===== src/rtl/wvb_reader_stream.sv =====
// Round-robin reader of N waveform buffers; each frame streams its header words, then its samples, through a first-word fall-through output FIFO.
// Define WVB_RDR_CHAN_MASK_EN to add the chan_mask input, which excludes channels from arbitration (the mask is sampled in IDLE only).
module wvb_reader_stream #(
  parameter int N_CHANNELS   = 8,
  parameter int P_DATA_WIDTH = 22,
  parameter int P_HDR_WIDTH  = 80,
  parameter int P_LEN_WIDTH  = 12,
  parameter int P_OUT_WIDTH  = 32,
  parameter int P_HDR_LAT    = 3,
  parameter int P_RD_LAT     = 2,
  parameter int P_FIFO_DEPTH = 8
) (
  input  logic                             clk,
  input  logic                             rst,
  input  logic                             en,
`ifdef WVB_RDR_CHAN_MASK_EN
  input  logic [N_CHANNELS-1:0]            chan_mask,
`endif
  input  logic [N_CHANNELS-1:0]            hdr_empty,
  input  logic [N_CHANNELS*P_HDR_WIDTH-1:0]  hdr_data,
  input  logic [N_CHANNELS*P_DATA_WIDTH-1:0] wvb_data,
  output logic [N_CHANNELS-1:0]            hdr_rdreq,
  output logic [N_CHANNELS-1:0]            wvb_rdreq,
  output logic [N_CHANNELS-1:0]            wvb_rddone,
  output logic [P_OUT_WIDTH-1:0]           out_data,
  output logic                             out_valid,
  input  logic                             out_ready,
  output logic                             out_sof,
  output logic                             out_eof,
  output logic [4:0]                       out_chan,
  output logic                             busy
);
  localparam int H   = (P_HDR_WIDTH + P_OUT_WIDTH - 1) / P_OUT_WIDTH;
  localparam int HPW = H * P_OUT_WIDTH;
  localparam int CW  = (N_CHANNELS > 1) ? $clog2(N_CHANNELS) : 1;
  localparam int AW  = $clog2(P_FIFO_DEPTH);
  localparam int HCW = $clog2(P_HDR_LAT + H + 1);

  typedef enum logic [2:0] {S_IDLE, S_HDR_WAIT, S_HDR_EMIT, S_SAMP, S_DONE} state_t;

  typedef struct packed {
    logic [P_OUT_WIDTH-1:0] dat;
    logic                   sof;
    logic                   eof;
    logic [4:0]             chan;
  } ent_t;

  state_t state, state_nxt;
  logic [CW-1:0]          sel, rr_ptr, gnt_idx;
  logic                   gnt_found, grant;
  logic [N_CHANNELS-1:0]  elig;
  logic [HPW-1:0]         hdr_q;
  logic [P_LEN_WIDTH-1:0] len, issued;
  logic [HCW-1:0]         cnt;
  logic [P_RD_LAT-1:0]    rd_vld_sr, rd_eof_sr;
  int                     outstanding;
  logic                   rd_issue, push_hdr, last_hdr_word, push, pop, fifo_full;
  ent_t                   push_ent, head;
  ent_t                   mem [P_FIFO_DEPTH];
  logic [AW-1:0]          wptr, rptr;
  logic [AW:0]            fifo_count;
  logic [P_HDR_WIDTH-1:0] hdr_slice;
  logic [P_DATA_WIDTH-1:0] samp_slice;

  // Work-conserving search: first eligible channel after the last one served.
  always_comb begin
    int j;
`ifdef WVB_RDR_CHAN_MASK_EN
    elig = ~hdr_empty & chan_mask;
`else
    elig = ~hdr_empty;
`endif
    gnt_found = 1'b0;
    gnt_idx   = '0;
    j         = 0;
    for (int k = 0; k < N_CHANNELS; k++) begin
      j = int'(rr_ptr) + 1 + k;
      if (j >= N_CHANNELS) j = j - N_CHANNELS;
      if (!gnt_found && elig[CW'(j)]) begin
        gnt_found = 1'b1;
        gnt_idx   = CW'(j);
      end
    end
  end

  assign grant         = (state == S_IDLE) && en && gnt_found;
  assign hdr_slice     = hdr_data[int'(sel)*P_HDR_WIDTH +: P_HDR_WIDTH];
  assign samp_slice    = wvb_data[int'(sel)*P_DATA_WIDTH +: P_DATA_WIDTH];
  assign outstanding   = $countones(rd_vld_sr);
  assign fifo_full     = (fifo_count == (AW+1)'(P_FIFO_DEPTH));
  assign push_hdr      = (state == S_HDR_EMIT) && !fifo_full;
  assign last_hdr_word = (cnt == HCW'(H - 1));

  // Credit rule: FIFO occupancy plus reads in flight never exceeds the depth.
  assign rd_issue = (state == S_SAMP) && !rst && (issued < len) &&
                    (int'(fifo_count) + outstanding < P_FIFO_DEPTH);

  always_comb begin
    wvb_rdreq      = '0;
    wvb_rdreq[sel] = rd_issue;
  end

  always_ff @(posedge clk) begin
    if (rst) state <= S_IDLE;
    else     state <= state_nxt;
  end

  always_comb begin
    state_nxt = state;
    case (state)
      S_IDLE:     if (grant) state_nxt = S_HDR_WAIT;
      S_HDR_WAIT: if (cnt == HCW'(P_HDR_LAT)) state_nxt = S_HDR_EMIT;
      S_HDR_EMIT: if (push_hdr && last_hdr_word) state_nxt = (len == '0) ? S_DONE : S_SAMP;
      S_SAMP:     if (issued == len) state_nxt = S_DONE;
      S_DONE:     if (outstanding == 0) state_nxt = S_IDLE;
      default:    state_nxt = S_IDLE;
    endcase
  end

  always_ff @(posedge clk) begin
    if (rst) begin
      sel        <= '0;
      rr_ptr     <= CW'(N_CHANNELS - 1);
      cnt        <= '0;
      len        <= '0;
      issued     <= '0;
      hdr_q      <= '0;
      hdr_rdreq  <= '0;
      wvb_rddone <= '0;
    end else begin
      hdr_rdreq  <= '0;
      wvb_rddone <= '0;
      case (state)
        S_IDLE: if (grant) begin
          sel                <= gnt_idx;
          rr_ptr             <= gnt_idx;
          hdr_rdreq[gnt_idx] <= 1'b1;
          cnt                <= '0;
          issued             <= '0;
        end
        S_HDR_WAIT: if (cnt == HCW'(P_HDR_LAT)) begin
          hdr_q <= HPW'(hdr_slice);
          len   <= hdr_slice[P_LEN_WIDTH-1:0];
          cnt   <= '0;
        end else begin
          cnt <= cnt + 1'b1;
        end
        S_HDR_EMIT: if (push_hdr) cnt <= cnt + 1'b1;
        S_SAMP:     if (rd_issue) issued <= issued + 1'b1;
        S_DONE:     if (outstanding == 0) wvb_rddone[sel] <= 1'b1;
        default: ;
      endcase
    end
  end

  // Tag travels with each read so the returning word knows whether it ends the frame.
  always_ff @(posedge clk) begin
    if (rst) begin
      rd_vld_sr <= '0;
      rd_eof_sr <= '0;
    end else begin
      rd_vld_sr[0] <= rd_issue;
      rd_eof_sr[0] <= rd_issue && ((issued + 1'b1) == len);
      for (int k = 1; k < P_RD_LAT; k++) begin
        rd_vld_sr[k] <= rd_vld_sr[k-1];
        rd_eof_sr[k] <= rd_eof_sr[k-1];
      end
    end
  end

  always_comb begin
    push     = 1'b0;
    push_ent = '0;
    if (push_hdr) begin
      push          = 1'b1;
      push_ent.dat  = hdr_q[int'(cnt)*P_OUT_WIDTH +: P_OUT_WIDTH];
      push_ent.sof  = (cnt == '0);
      push_ent.eof  = last_hdr_word && (len == '0);
      push_ent.chan = 5'(sel);
    end else if (rd_vld_sr[P_RD_LAT-1]) begin
      push          = 1'b1;
      push_ent.dat  = P_OUT_WIDTH'(samp_slice);
      push_ent.eof  = rd_eof_sr[P_RD_LAT-1];
      push_ent.chan = 5'(sel);
    end
  end

  assign out_valid = (fifo_count != '0);
  assign pop       = out_valid && out_ready;
  assign head      = mem[rptr];
  assign out_data  = out_valid ? head.dat  : '0;
  assign out_sof   = out_valid ? head.sof  : 1'b0;
  assign out_eof   = out_valid ? head.eof  : 1'b0;
  assign out_chan  = out_valid ? head.chan : 5'd0;
  assign busy      = (state != S_IDLE) || out_valid;

  always_ff @(posedge clk) begin
    if (push) mem[wptr] <= push_ent;
  end

  always_ff @(posedge clk) begin
    if (rst) begin
      wptr       <= '0;
      rptr       <= '0;
      fifo_count <= '0;
    end else begin
      if (push) wptr <= wptr + 1'b1;
      if (pop)  rptr <= rptr + 1'b1;
      case ({push, pop})
        2'b10:   fifo_count <= fifo_count + 1'b1;
        2'b01:   fifo_count <= fifo_count - 1'b1;
        default: fifo_count <= fifo_count;
      endcase
    end
  end
endmodule


===== config.mk =====
export PLATFORM = sky130hd
export DESIGN_NAME = wvb_reader_stream
export DESIGN_NICKNAME = d
export VERILOG_FILES = /design/src/rtl/wvb_reader_stream.sv
export SDC_FILE = /design/constraint.sdc
export NUM_CORES = 1
export LEC_CHECK = 0
export CORE_AREA = 4 4 349 351
export DETAILED_ROUTE_END_ITERATION = 7
export DIE_AREA = 0 0 353 355
export DONT_BUFFER_PORTS = 1
export PLACE_DENSITY_LB_ADDON = 0.1
export SLEW_MARGIN = 30
export SYNTH_ARGS = -nofsm -noshare
export SYNTH_HDL_FRONTEND = slang
export SYNTH_SLANG_ARGS = --single-unit

===== constraint.sdc =====
create_clock -name clk -period 6.8 [get_ports clk]
set_input_delay 0.68 -clock clk [delete_from_list [all_inputs] [get_ports clk]]
set_output_delay 0.68 -clock clk [all_outputs]
set_load 0.01 [all_outputs]

==> results of run 1 <==
[metal layers]
| metal | track usage, % | vias up | part of all wire, % |
|---|---|---|---|
| li1 | - | 8298 | - |
| met1 | 27.77 | 10239 | 38 |
| met2 | 40.55 | 1124 | 50 |
| met3 | 7.211 | 340 | 7.6 |
| met4 | 10.10 | 36 | 4.4 |
| met5 | 1.577 | - | 0.15 |
[cell type report]
type                    count  share of cell area, %
repair buffers             59                  1.723
diodes                     72                 0.6427
clock inverters            28                  1.094
clock buffers              68                  5.035
well taps                1548                  6.909
inverters                  34                 0.4553
multi-input cells        1461                  42.58
flip-flops and latches    433                  41.56
[cell usage in the layout (no fill, tap or decap), types with 13 or more instances in the layout]
cell	Yosys	final
sky130_fd_sc_hd__a211oi_1	39	39
sky130_fd_sc_hd__a21oi_1	117	116
sky130_fd_sc_hd__a221o_1	18	18
sky130_fd_sc_hd__a221oi_1	89	88
sky130_fd_sc_hd__a22o_1	22	22
sky130_fd_sc_hd__a22oi_1	105	105
sky130_fd_sc_hd__a31oi_1	15	15
sky130_fd_sc_hd__and3_1	19	18
sky130_fd_sc_hd__buf_4	2	54
sky130_fd_sc_hd__clkbuf_16	0	52
sky130_fd_sc_hd__dfxtp_1	137	130
sky130_fd_sc_hd__diode_2	0	72
sky130_fd_sc_hd__edfxtp_1	296	296
sky130_fd_sc_hd__ha_1	27	27
sky130_fd_sc_hd__inv_1	34	32
sky130_fd_sc_hd__mux2_2	81	81
sky130_fd_sc_hd__mux2i_1	148	148
sky130_fd_sc_hd__mux4_2	107	107
sky130_fd_sc_hd__nand2_1	77	77
sky130_fd_sc_hd__nand3_1	15	14
sky130_fd_sc_hd__nor2_1	222	212
sky130_fd_sc_hd__nor2b_1	15	13
sky130_fd_sc_hd__nor3_1	52	44
sky130_fd_sc_hd__o21ai_0	113	111
sky130_fd_sc_hd__o22ai_1	23	23
sky130_fd_sc_hd__xnor2_1	15	15
[synthesized netlist by cell type (18+ instances only)]
cell,instances
sky130_fd_sc_hd__a211oi_1,39
sky130_fd_sc_hd__a21oi_1,117
sky130_fd_sc_hd__a221o_1,18
sky130_fd_sc_hd__a221oi_1,89
sky130_fd_sc_hd__a22o_1,22
sky130_fd_sc_hd__a22oi_1,105
sky130_fd_sc_hd__and3_1,19
sky130_fd_sc_hd__buf_1,40
sky130_fd_sc_hd__clkbuf_1,133
sky130_fd_sc_hd__dfxtp_1,137
sky130_fd_sc_hd__edfxtp_1,296
sky130_fd_sc_hd__ha_1,27
sky130_fd_sc_hd__inv_1,34
sky130_fd_sc_hd__mux2_2,81
sky130_fd_sc_hd__mux2i_1,148
sky130_fd_sc_hd__mux4_2,107
sky130_fd_sc_hd__nand2_1,77
sky130_fd_sc_hd__nor2_1,222
sky130_fd_sc_hd__nor3_1,52
sky130_fd_sc_hd__o21ai_0,113
sky130_fd_sc_hd__o22ai_1,23
[kinds of logic after synthesis]
| logic type | share of synthesized area (%) |
|---|---|
| DFF | 47.92 |
| muxes | 19.95 |
| other | 0.01545 |
| xor gates and xnor gates | 1.165 |
| adders and majority gates | 1.474 |
| and+or+nand+nor | 8.253 |
| AOI/OAI and AO/OA | 17.61 |
| buffers and inverters | 3.608 |
[metrics by stage]
step	utilization (%)	std cells	power [uW]	setup slack [ns]
2_1_floorplan	-	2114	5211	1.686
3_3_place_gp	21.91	3532	6719	2.829
3_5_place_dp	21.93	3534	6727	2.790
4_1_cts	23.37	3630	9605	2.113
5_1_grt	23.51	3681	9924	1.967
6_report	23.55	3703	9540	2.370
[worst paths after layout]
check / from / to / slack [ns] / cells past startpoint
hold reg to reg: rd_eof_sr[0] / rd_eof_sr[1] / 0.45 / 1
hold / removal: rst / issued[8] / 0.19 / 1
setup / recovery: state[1] / wvb_rdreq[7] / 2.37 / 5
setup reg to reg: sel[0] / mem[5][10] / 2.90 / 7
[state kept, by name, summed over array words and instances (netlist names), named ones only]
signal      count
cnt             3
fifo_count      4
hdr_q          69
hdr_rdreq       8
issued         12
len            11
mem           296
rd_eof_sr       2
rd_vld_sr       2
rptr            3
rr_ptr          3
sel             3
state           3
wptr            3
wvb_rddone      8
[power breakdown]
part	switching, uW	total (uW)	internal (uW)	leakage, uW
clock	1180	2830	1660	0.000824
sequential	114	2930	2810	0.00347
combinational	2570	3780	1210	0.00371
[worst register-to-register path, stage by stage, from the launching register on]
cell                      delay [ns]
sky130_fd_sc_hd__dfxtp_4        0.42
sky130_fd_sc_hd__buf_12         0.21
sky130_fd_sc_hd__buf_4          0.84
sky130_fd_sc_hd__nor2_4         0.54
sky130_fd_sc_hd__buf_4          0.51
sky130_fd_sc_hd__a22oi_1        0.31
sky130_fd_sc_hd__and3_1         0.30
sky130_fd_sc_hd__o22ai_1        0.50
==> results.md, run 1 <==
- Congestion Overflow GR: 0
- Worst endpoint data arrival time: 3.75 ns
- Cell area after synthesis: 24270 sq um
- Capturing element type of the critical path: output pin
- Kind of launch point of the worst setup path: register
- Setup violation total in the final timing report: 0
- Floorplan die height: 355 microns
- Filler instances: 12.61k
- Cell taking the most area after synthesis: sky130_fd_sc_hd__edfxtp_1
- First-pass GRT wire length: 200200 microns
- TritonCTS clock tree: built
- WP data required: 6.12 ns
- CTS sink count: 433
- Static power due to leakage: 0.008003 uW
- Yosys warning count: 0
- Final weighted congestion in routability-driven placement: 0.9675
- Dominant register cell in the synthesized netlist: sky130_fd_sc_hd__edfxtp_1
- Highest attainable clock frequency: 0.2258 GHz
- DIE WIDTH: 353 microns
- 1st-iter DRT viols: 1850
- Placed cell area: 26100 sq um
- Area used by multi-input combinational logic: 11940 sq um
- Worst clock skew: 0.02886 ns
- Number of flops mapped to enable cells by yosys: 296
- Number of search-and-repair iterations in the first detailed-routing pass: 5
- Run status: finished clean
- Vias in the first global route: 19.69k
- GRT Total Usage: 23.83%
- Seq cells post-synth: 433
- Netlist cell types: 75
- Fraction of layout instances using a drive strength above 1: 17.95%
- Sequential share of the synthesized area: 47.92%
- Area growth, synth to finish: 15.49%
- PortBufs: 0
- Routed via count: 20.04k
- Type of the worst setup path: register to output pin
- Count of buffer and inverter cells on the critical path: 0
- Number of hold violations in the final report: 0
- Maximum buffer depth of the clock tree: 3
- Crit Path Max Fanout: 17
- Leading post-synthesis cells by cell area: sky130_fd_sc_hd__edfxtp_1 (37%), sky130_fd_sc_hd__dfxtp_1 (11%), sky130_fd_sc_hd__mux4_2 (9.9%), sky130_fd_sc_hd__mux2i_1 (6.1%), sky130_fd_sc_hd__mux2_2 (3.8%)
- Cell Pwr Density: 340.3 nW/um^2
- Portion of synthesized cell area occupied by the leading cell type: 36.62%
- Worst-Skew Late Latency: 0.62 ns
- Area of all sequential standard cells: 11650 sq um
- Die area: 125300 sq um
- Worst hold margin: 0.1864 ns
- Floorplan row count: 127
- Crit path largest cell delay: 0.67 ns
- Number of buffers inserted during clock tree synthesis: 52
- Slowest-stage cell, CP: sky130_fd_sc_hd__dfxtp_1
- Ratio of final minimum period to clock period: 65.14%
- Type of the most critical hold path: input pin to register
- H-tree level count: 2
- Share of flip-flops with an asynchronous set or reset: 0%
- Layout Nets: 2897
- Total Neg Setup Slack: 0 ns
- Quantity of gates resized following cts: 0
- Shortest period the worst path allows: 4.430 ns
- Clock transition time at the flip-flop clock pins of the worst setup and hold paths: 0.06 ns
- Num ports: 893
- Rel. slew slack: 32.52%
- Largest net degree at the start of global routing: 124
- Average routed wire per standard cell: 42.35 microns
- Pin slew with the least headroom to its limit: 1.002 ns
- Clk Tree Root Cell: sky130_fd_sc_hd__clkbuf_16
- Chain of cells forming the critical path: nand3_1, a2111o_1, a2111oi_1, nand2_1, nor2_1
- Starting density of the core: 20.39%
- Total of max-cap violations: 0
- Core Region: 119000 sq um
- DR vias/cell: 5.411
- Mapped Avg Cell Area: 11.49 sq um
- Synthesized netlist cell count: 2113
- Number of antenna violations at the first check in global routing: 142
- Setup bufs post-CTS: 0
- Peak VDD IR: 0.1819 mV
- Routed WL: 156800 microns
- Total count of max-transition violations in the final report: 0
- Hold-fix buffers at CTS: 0
- Number of remaining DRC errors: 0
- Number of nets with antenna violations after routing: 0
- Post-Layout Inst Area: 28030 sq um
- Kind of cell adding the most delay to the critical path: simple AND/OR/NAND/NOR gates
- RSZ-0062 raised after global routing: no
- Dpl hpwl: 124700 microns
Power figures use the tool's default switching activity.
==> inputs of run 2 (changes only) <==
==> constraint.sdc (replaced) <==
create_clock -name clk -period 4.3 [get_ports clk]
set_input_delay 0.43 -clock clk [delete_from_list [all_inputs] [get_ports clk]]
set_output_delay 0.43 -clock clk [all_outputs]
set_load 0.01 [all_outputs]
==> results.md, run 2 (synthesis results as in run 1) <==
- CTS sink count: 433 (unchanged)
- Vias in the first global route: 19.75k (was 19.69k)
- Num ports: 893 (unchanged)
- Core Region: 119000 sq um (unchanged)
- Total Neg Setup Slack: 0 ns (unchanged)
- Clock transition time at the flip-flop clock pins of the worst setup and hold paths: 0.06 ns (about the same)
- Total count of max-transition violations in the final report: 0 (unchanged)
- Cell Pwr Density: 530.4 nW/um^2 (was 340.3 nW/um^2)
- Fraction of layout instances using a drive strength above 1: 18.65% (was 17.95%)
- Most used cells in the layout excluding fill and tap cells: sky130_fd_sc_hd__edfxtp_1 (296), sky130_fd_sc_hd__nor2_1 (213), sky130_fd_sc_hd__mux2i_1 (148) (was sky130_fd_sc_hd__edfxtp_1 (296), sky130_fd_sc_hd__nor2_1 (212), sky130_fd_sc_hd__mux2i_1 (148))
- Count of placed standard cells in the final layout, fillers left out: 3728 (was 3703)
- 1st-iter DRT viols: 1764 (was 1850)
- Critical R2R Launch: rr_ptr[1] (was sel[0])
- Number of hold violations in the final report: 0 (unchanged)
- Total of max-cap violations: 0 (unchanged)
- Type of the worst setup path: register to register (was register to output pin)
- Shortest period the worst path allows: 3.814 ns
- Leading cell type in the layout, fill and taps excluded: sky130_fd_sc_hd__edfxtp_1 (unchanged)
- Placed cell area: 26380 sq um (was 26100 sq um)
- Worst Reg2Reg Path Length in Cells: 10 (was 7)
- Static power due to leakage: 0.008320 uW (was 0.008003 uW)
- Post-Layout Inst Area: 28380 sq um (was 28030 sq um)
- DIE WIDTH: 353 microns (unchanged)
- Routed via count: 20.12k (was 20.04k)
- PortBufs: 0 (unchanged)
- Worst endpoint data arrival time: 4.32 ns (was 3.75 ns)
- Starting density of the core: 20.39% (unchanged)
- Number of nets with antenna violations after routing: 0 (unchanged)
- Rel. slew slack: 33.58% (was 32.52%)
- Average routed wire per standard cell: 41.51 microns (was 42.35 microns)
- GRT Total Usage: 23.49% (was 23.83%)
- Worst clock skew: 0.04141 ns (was 0.02886 ns)
- Kind of cell adding the most delay to the critical path: compound AO/OA/AOI/OAI gates (was simple AND/OR/NAND/NOR gates)
- H-tree level count: 2 (unchanged)
- Crit Path Max Fanout: 24 (was 17)
- DR vias/cell: 5.398 (was 5.411)
- Dpl hpwl: 123700 microns (was 124700 microns)
- Peak VDD IR: 0.3075 mV (was 0.1819 mV)
- Worst-Skew Late Latency: 0.63 ns (was 0.62 ns)
- Count of buffer and inverter cells on the critical path: 1 (was 0)
- Largest net degree at the start of global routing: 97 (was 124)
- Final standard cell utilization of the core: 23.84% (was 23.55%)
- Kind of launch point of the worst setup path: register (unchanged)
- Routed WL: 154800 microns (was 156800 microns)
- Worst hold margin: 0.05194 ns (was 0.1864 ns)
- Slowest-stage cell, CP: sky130_fd_sc_hd__ha_1 (was sky130_fd_sc_hd__dfxtp_1)
- TritonCTS clock tree: built (unchanged)
- Congestion Overflow GR: 0 (unchanged)
- Crit path launch: rr_ptr[1] (was state[1])
- RSZ-0062 raised after global routing: no (unchanged)
- Number of antenna violations at the first check in global routing: 138 (was 142)
- Number of instances in the placed design: 3563 (was 3534)
- Number of remaining DRC errors: 0 (unchanged)
- Crit path largest cell delay: 0.54 ns (was 0.67 ns)
- Run status: finished clean (unchanged)
- Filler instances: 12.62k (was 12.61k)
- Final weighted congestion in routability-driven placement: 1.002 (was 0.9675)
- Clk Tree Root Cell: sky130_fd_sc_hd__clkbuf_16 (unchanged)
- Pin slew with the least headroom to its limit: 0.9962 ns (was 1.002 ns)
- Ratio of final minimum period to clock period: 88.71%
- Worst-case register-to-register setup slack: 0.49 ns (was 2.90 ns)
- Top reg by flops: mem (unchanged)
- Chain of cells forming the critical path: ha_1, buf_4, mux2i_1, a222oi_1, nand4_1, a21oi_4, nand4_1, a221oi_1, nor3_1, nor3_1 (was nand3_1, a2111o_1, a2111oi_1, nand2_1, nor2_1)
- Area growth, synth to finish: 16.91% (was 15.49%)
- Type of the most critical hold path: input pin to register (unchanged)
- Highest attainable clock frequency: 0.2622 GHz
- Stages on the worst setup path: 10 (was 5)
- Setup violation total in the final timing report: 0 (unchanged)
- Number of search-and-repair iterations in the first detailed-routing pass: 7 (was 5)
- Floorplan die height: 355 microns (unchanged)
- Quantity of gates resized following cts: 0 (unchanged)
- Die area: 125300 sq um (unchanged)
- First-pass GRT wire length: 197800 microns (was 200200 microns)
- Capturing element type of the critical path: register (was output pin)
- Number of buffers inserted during clock tree synthesis: 52 (unchanged)
- WP data required: 4.81 ns (was 6.12 ns)
- R2R Path End: hdr_rdreq[3] (was mem[5][10])
- Max reg flops: 296 (unchanged)
- Maximum buffer depth of the clock tree: 3 (unchanged)
- Floorplan row count: 127 (unchanged)
- Worst setup path endpoint: hdr_rdreq[3] (was wvb_rdreq[7])
- Layout Nets: 2943 (was 2897)
- Registers with the highest flip-flop counts: mem: 296 flops, hdr_q: 69 flops, issued: 12 flops (unchanged)
==> run 2: cell count changes in the layout (fill, tap and decap cells not counted), sizes merged <==
| cell | previous run | this run |
|---|---|---|
| clkinv | 17 | 26 |
| diode | 72 | 51 |
| dlygate4sd3 | 0 | 17 |
| clkinvlp | 5 | 4 |
| bufinv | 5 | 4 |
| inv | 35 | 37 |
| buf | 59 | 88 |
| clkbuf | 68 | 59 |
==> run 2: repair_timing <==
action / 4_1_cts / 5_1_grt
hold buffers: 18 / 0
hold endpoints to repair: 88 / 0
buffers inserted: 0 / 0
==> run 2: routing by layer <==
layer	up-vias	global-route usage (%)	part of all wire, %
met2	1122	40.70	49
met3	306	7.119	8.1
li1	8367	-	-
met5	-	1.115	0.16
met4	38	7.824	3.8
met1	10291	27.64	39
==> run 2: worst min-delay path by stage <==
| stage | start | end | slack (ns) | cells after the start |
|---|---|---|---|---|
| final | hdr_data[546] | hdr_q[66] | 0.05 | 2 |
| after global routing | hdr_data[261] | hdr_q[21] | 0.03 | 2 |
| after CTS | hdr_data[23] | hdr_q[23] | 0.001 | 2 |
| after detailed placement | rd_eof_sr[0] | rd_eof_sr[1] | 0.45 | 1 |
| after global placement | rd_eof_sr[0] | rd_eof_sr[1] | 0.44 | 1 |
| after floorplan | rd_eof_sr[0] | rd_eof_sr[1] | 0.41 | 1 |
==> run 2: power breakdown <==
part / total [uW] / internal, uW / switching, uW
registers: 4570 / 4440 / 126
logic: 6130 / 2010 / 4120
clock network: 4360 / 2470 / 1880
==> run 2: area by class of cell <==
| class | instances | area, sq um | share of cell area [%] |
|---|---|---|---|
| diodes | 51 | 127.6 | 0.4497 |
| clock buffers | 59 | 1328 | 4.678 |
| flip-flops and latches | 433 | 11650 | 41.07 |
| multi-input cells | 1461 | 11930 | 42.04 |
| inverters | 34 | 127.6 | 0.4497 |
| repair buffers | 105 | 930.9 | 3.280 |
| well taps | 1548 | 1937 | 6.825 |
| clock inverters | 37 | 342.8 | 1.208 |
==> run 2: through the flow <==
step	setup slack (ns)	total power [uW]
floorplan	0.1650	8240
global placement	0.5993	10700
detailed placement	0.5963	10720
CTS	0.5372	15200
global route	0.2014	15670
finish	0.4856	15050
==> run 2: worst reg2reg max path: stages, from the launching register on <==
cell and delay (ns):
sky130_fd_sc_hd__dfxtp_1 0.35, sky130_fd_sc_hd__ha_1 0.54, sky130_fd_sc_hd__buf_4 0.40, sky130_fd_sc_hd__mux2i_1 0.18, sky130_fd_sc_hd__a222oi_1 0.33, sky130_fd_sc_hd__nand4_1 0.21, sky130_fd_sc_hd__a21oi_4 0.48, sky130_fd_sc_hd__nand4_1 0.32
sky130_fd_sc_hd__a221oi_1 0.47, sky130_fd_sc_hd__nor3_1 0.20, sky130_fd_sc_hd__nor3_1 0.25
==> inputs of run 3 (changes only) <==
--- a/config.mk
+++ b/config.mk
@@ -5,9 +5,11 @@
 export SDC_FILE = /design/constraint.sdc
 export NUM_CORES = 1
 export LEC_CHECK = 0
-export CORE_AREA = 4 4 349 351
+export ABC_AREA = 1
+export CORE_AREA = 4 4 342 344
+export CTS_CLUSTER_DIAMETER = 30
 export DETAILED_ROUTE_END_ITERATION = 7
-export DIE_AREA = 0 0 353 355
+export DIE_AREA = 0 0 346 348
 export DONT_BUFFER_PORTS = 1
 export PLACE_DENSITY_LB_ADDON = 0.1
 export SLEW_MARGIN = 30
==> constraint.sdc (replaced) <==
create_clock -name clk -period 4.43 [get_ports clk]
set_input_delay 0.443 -clock clk [delete_from_list [all_inputs] [get_ports clk]]
set_output_delay 0.443 -clock clk [all_outputs]
set_load 0.01 [all_outputs]
==> results.md, run 3 <==
- Floorplan die height: 348 microns (was 355 microns)
- Congestion Overflow GR: 0 (unchanged)
- Number of nets with antenna violations after routing: 0 (unchanged)
- Placed cell area: 25270 sq um (was 26380 sq um)
- Peak VDD IR: 0.3606 mV (was 0.3075 mV)
- Floorplan row count: 124 (was 127)
- Highest attainable clock frequency: 0.2709 GHz (was 0.2622 GHz)
- Most used cells in the layout excluding fill and tap cells: sky130_fd_sc_hd__nand2_1 (468), sky130_fd_sc_hd__nor2_1 (333), sky130_fd_sc_hd__edfxtp_1 (296) (was sky130_fd_sc_hd__edfxtp_1 (296), sky130_fd_sc_hd__nor2_1 (213), sky130_fd_sc_hd__mux2i_1 (148))
- Starting density of the core: 20.53% (was 20.39%)
- RSZ-0062 raised after global routing: no (unchanged)
- Number of search-and-repair iterations in the first detailed-routing pass: 5 (was 7)
- Registers with the highest flip-flop counts: mem: 296 flops, hdr_q: 69 flops, issued: 12 flops (unchanged)
- Filler instances: 12.26k (was 12.62k)
- TritonCTS clock tree: built (unchanged)
- Leading cell type in the layout, fill and taps excluded: sky130_fd_sc_hd__nand2_1 (was sky130_fd_sc_hd__edfxtp_1)
- Die area: 120400 sq um (was 125300 sq um)
- Routed via count: 23.28k (was 20.12k)
- Average routed wire per standard cell: 39.32 microns (was 41.51 microns)
- Final weighted congestion in routability-driven placement: 0.9996 (was 1.002)
- Yosys warning count: 0 (unchanged)
- Num ports: 893 (unchanged)
- Ratio of final minimum period to clock period: 83.32% (was 88.71%)
- First-pass GRT wire length: 223000 microns (was 197800 microns)
- DIE WIDTH: 346 microns (was 353 microns)
- Routed WL: 173600 microns (was 154800 microns)
- Total count of max-transition violations in the final report: 0 (unchanged)
- Max reg flops: 296 (unchanged)
- Worst-case register-to-register setup slack: 0.74 ns (was 0.49 ns)
- Most common cell in the netlist: sky130_fd_sc_hd__nand2_1 (was sky130_fd_sc_hd__edfxtp_1)
- Rel. slew slack: 28.97% (was 33.58%)
- WP data required: 5.08 ns (was 4.81 ns)
- Worst setup path endpoint: hdr_q[75] (was hdr_rdreq[3])
- Post-Layout Inst Area: 30230 sq um (was 28380 sq um)
- Area of all sequential standard cells: 11640 sq um (was 11650 sq um)
- Worst Reg2Reg Path Length in Cells: 10 (unchanged)
- Pin slew with the least headroom to its limit: 1.065 ns (was 0.9962 ns)
- Largest net degree at the start of global routing: 72 (was 97)
- Maximum buffer depth of the clock tree: 3 (unchanged)
- Clock transition time at the flip-flop clock pins of the worst setup and hold paths: 0.05 ns (was 0.06 ns)
- Worst-Skew Late Latency: 0.71 ns (was 0.63 ns)
- Number of hold violations in the final report: 0 (unchanged)
- CTS sink count: 433 (unchanged)
- Total of max-cap violations: 0 (unchanged)
- Dpl hpwl: 136200 microns (was 123700 microns)
- Number of antenna violations at the first check in global routing: 119 (was 138)
- Worst clock skew: 0.03421 ns (was 0.04141 ns)
- Sequential share of the synthesized area: 49.75% (was 47.92%)
- Critical R2R Launch: sel[0] (was rr_ptr[1])
- PortBufs: 0 (unchanged)
- Top reg by flops: mem (unchanged)
- Static power due to leakage: 0.01100 uW (was 0.008320 uW)
- Netlist cell types: 56 (was 75)
- Layout Nets: 3605 (was 2943)
- Mapped Avg Cell Area: 8.656 sq um (was 11.49 sq um)
- Crit path launch: sel[0] (was rr_ptr[1])
- Share of flip-flops with an asynchronous set or reset: 0% (unchanged)
- Type of the most critical hold path: input pin to register (unchanged)
- Run status: finished clean (unchanged)
- Kind of launch point of the worst setup path: register (unchanged)
- Seq cells post-synth: 433 (unchanged)
- Dominant register cell in the synthesized netlist: sky130_fd_sc_hd__edfxtp_1 (unchanged)
- Vias in the first global route: 22.49k (was 19.75k)
- Number of remaining DRC errors: 0 (unchanged)
- Shortest period the worst path allows: 3.691 ns (was 3.814 ns)
- 1st-iter DRT viols: 2374 (was 1764)
- Leading post-synthesis cells by cell area: sky130_fd_sc_hd__edfxtp_1 (38%), sky130_fd_sc_hd__dfxtp_1 (12%), sky130_fd_sc_hd__nand2_1 (7.5%), sky130_fd_sc_hd__nor2_1 (5.5%), sky130_fd_sc_hd__o21ai_0 (5.4%) (was sky130_fd_sc_hd__edfxtp_1 (37%), sky130_fd_sc_hd__dfxtp_1 (11%), sky130_fd_sc_hd__mux4_2 (9.9%), sky130_fd_sc_hd__mux2i_1 (6.1%), sky130_fd_sc_hd__mux2_2 (3.8%))
- Cell area after synthesis: 23380 sq um (was 24270 sq um)
- H-tree level count: 4 (was 2)
- Portion of synthesized cell area occupied by the leading cell type: 38.02% (was 36.62%)
- Setup bufs post-CTS: 0 (unchanged)
- Core Region: 113900 sq um (was 119000 sq um)
- Setup violation total in the final timing report: 0 (unchanged)
- Most common library cells after synthesis: sky130_fd_sc_hd__nand2_1 (468), sky130_fd_sc_hd__nor2_1 (344), sky130_fd_sc_hd__edfxtp_1 (296) (was sky130_fd_sc_hd__edfxtp_1 (296), sky130_fd_sc_hd__nor2_1 (222), sky130_fd_sc_hd__mux2i_1 (148))
- Number of flops mapped to enable cells by yosys: 296 (unchanged)
- Clk Tree Root Cell: sky130_fd_sc_hd__clkbuf_16 (unchanged)
- Area growth, synth to finish: 29.30% (was 16.91%)
- Worst path setup slack after routing: 0.7388 ns (was 0.4856 ns)
- Total Neg Setup Slack: 0 ns (unchanged)
- Worst endpoint data arrival time: 4.34 ns (was 4.32 ns)
- R2R Path End: hdr_q[75] (was hdr_rdreq[3])
- Minimum setup slack after placement: 0.8900 ns (was 0.5963 ns)
- Synthesized netlist cell count: 2701 (was 2113)
- Type of the worst setup path: register to register (unchanged)
- Cell taking the most area after synthesis: sky130_fd_sc_hd__edfxtp_1 (unchanged)
- Capturing element type of the critical path: register (unchanged)
- Area used by multi-input combinational logic: 10350 sq um (was 11930 sq um)
- Fraction of layout instances using a drive strength above 1: 12.19% (was 18.65%)
- Cell Pwr Density: 663.7 nW/um^2 (was 530.4 nW/um^2)
- GRT Total Usage: 27.58% (was 23.49%)
- Number of buffers inserted during clock tree synthesis: 136 (was 52)
- DR vias/cell: 5.273 (was 5.398)
- Crit Path Max Fanout: 71 (was 24)
## run 3: metal layers
layer	up-vias	GRT usage, %	part of all wire [%]
li1	10006	-	-
met4	20	10.02	3.9
met1	11606	33.24	40
met5	-	0	0.089
met3	362	6.556	6.7
met2	1290	47.93	49
## run 3: critical path, cell delays in order (launching register included)
cell	delay, ns
sky130_fd_sc_hd__dfxtp_1	0.37
sky130_fd_sc_hd__inv_1	0.17
sky130_fd_sc_hd__nand3_1	0.33
sky130_fd_sc_hd__inv_6	0.75
sky130_fd_sc_hd__buf_4	0.41
sky130_fd_sc_hd__a221oi_1	0.11
sky130_fd_sc_hd__dlygate4sd3_1	0.60
sky130_fd_sc_hd__nand3_1	0.06
sky130_fd_sc_hd__dlygate4sd3_1	0.55
sky130_fd_sc_hd__o211ai_1	0.08
sky130_fd_sc_hd__inv_1	0.07
## run 3: timing repair
item	in CTS	in global routing
resized for setup	0	0
endpoints found under the hold margin	42	0
hold buffers	40	0
## run 3: power by group
part	switching, uW	internal (uW)	total, uW	leakage (uW)
clock	2800	6360	9160	0.00215
sequential	292	4660	4950	0.00378
combinational	4330	1630	5960	0.00507
## run 3: through the flow
stage | std cells | utilization (%) | hold slack, ns | power [uW]
floorplan | 2702 | - | 0.3883 | 8636
global placement | 4081 | 22.15 | 0.3981 | 10930
detailed placement | 4083 | 22.19 | 0.3987 | 10950
CTS | 4366 | 26.42 | 0.0003038 | 20270
global route | 4389 | 26.49 | 0.02531 | 21070
finish | 4416 | 26.55 | 0.05341 | 20070
## run 3: worst min path at each step
stage	endpoint	cells past startpoint	slack, ns	start
CTS	hdr_q[77]	4	0.0003	hdr_data[557]
global route	hdr_q[77]	4	0.03	hdr_data[557]
finish	hdr_q[65]	4	0.05	hdr_data[545]
floorplan	rd_eof_sr[1]	2	0.39	rd_eof_sr[0]
detailed placement	rd_eof_sr[1]	2	0.40	rd_eof_sr[0]
global placement	rd_eof_sr[1]	2	0.40	rd_eof_sr[0]
## run 3: layout make-up
| cell class | instances | share of cell area [%] |
|---|---|---|
| Tap cell | 1512 | 6.258 |
| Inverter | 184 | 2.421 |
| Multi-Input combinational cell | 1884 | 34.24 |
| Antenna cell | 50 | 0.4139 |
| Sequential cell | 433 | 38.49 |
| Clock inverter | 57 | 2.011 |
| Clock buffer | 186 | 12.59 |
| Timing Repair Buffer | 110 | 3.568 |
## run 3: kinds of logic after synthesis
group | synth area share [%]
fa+ha+maj | 1.530
xor+xnor | 0.5244
compound gates | 22.49
buf+inv | 6.480
mux | 0.2676
simple gates | 18.95
flops | 49.75
other cells | 0.01604
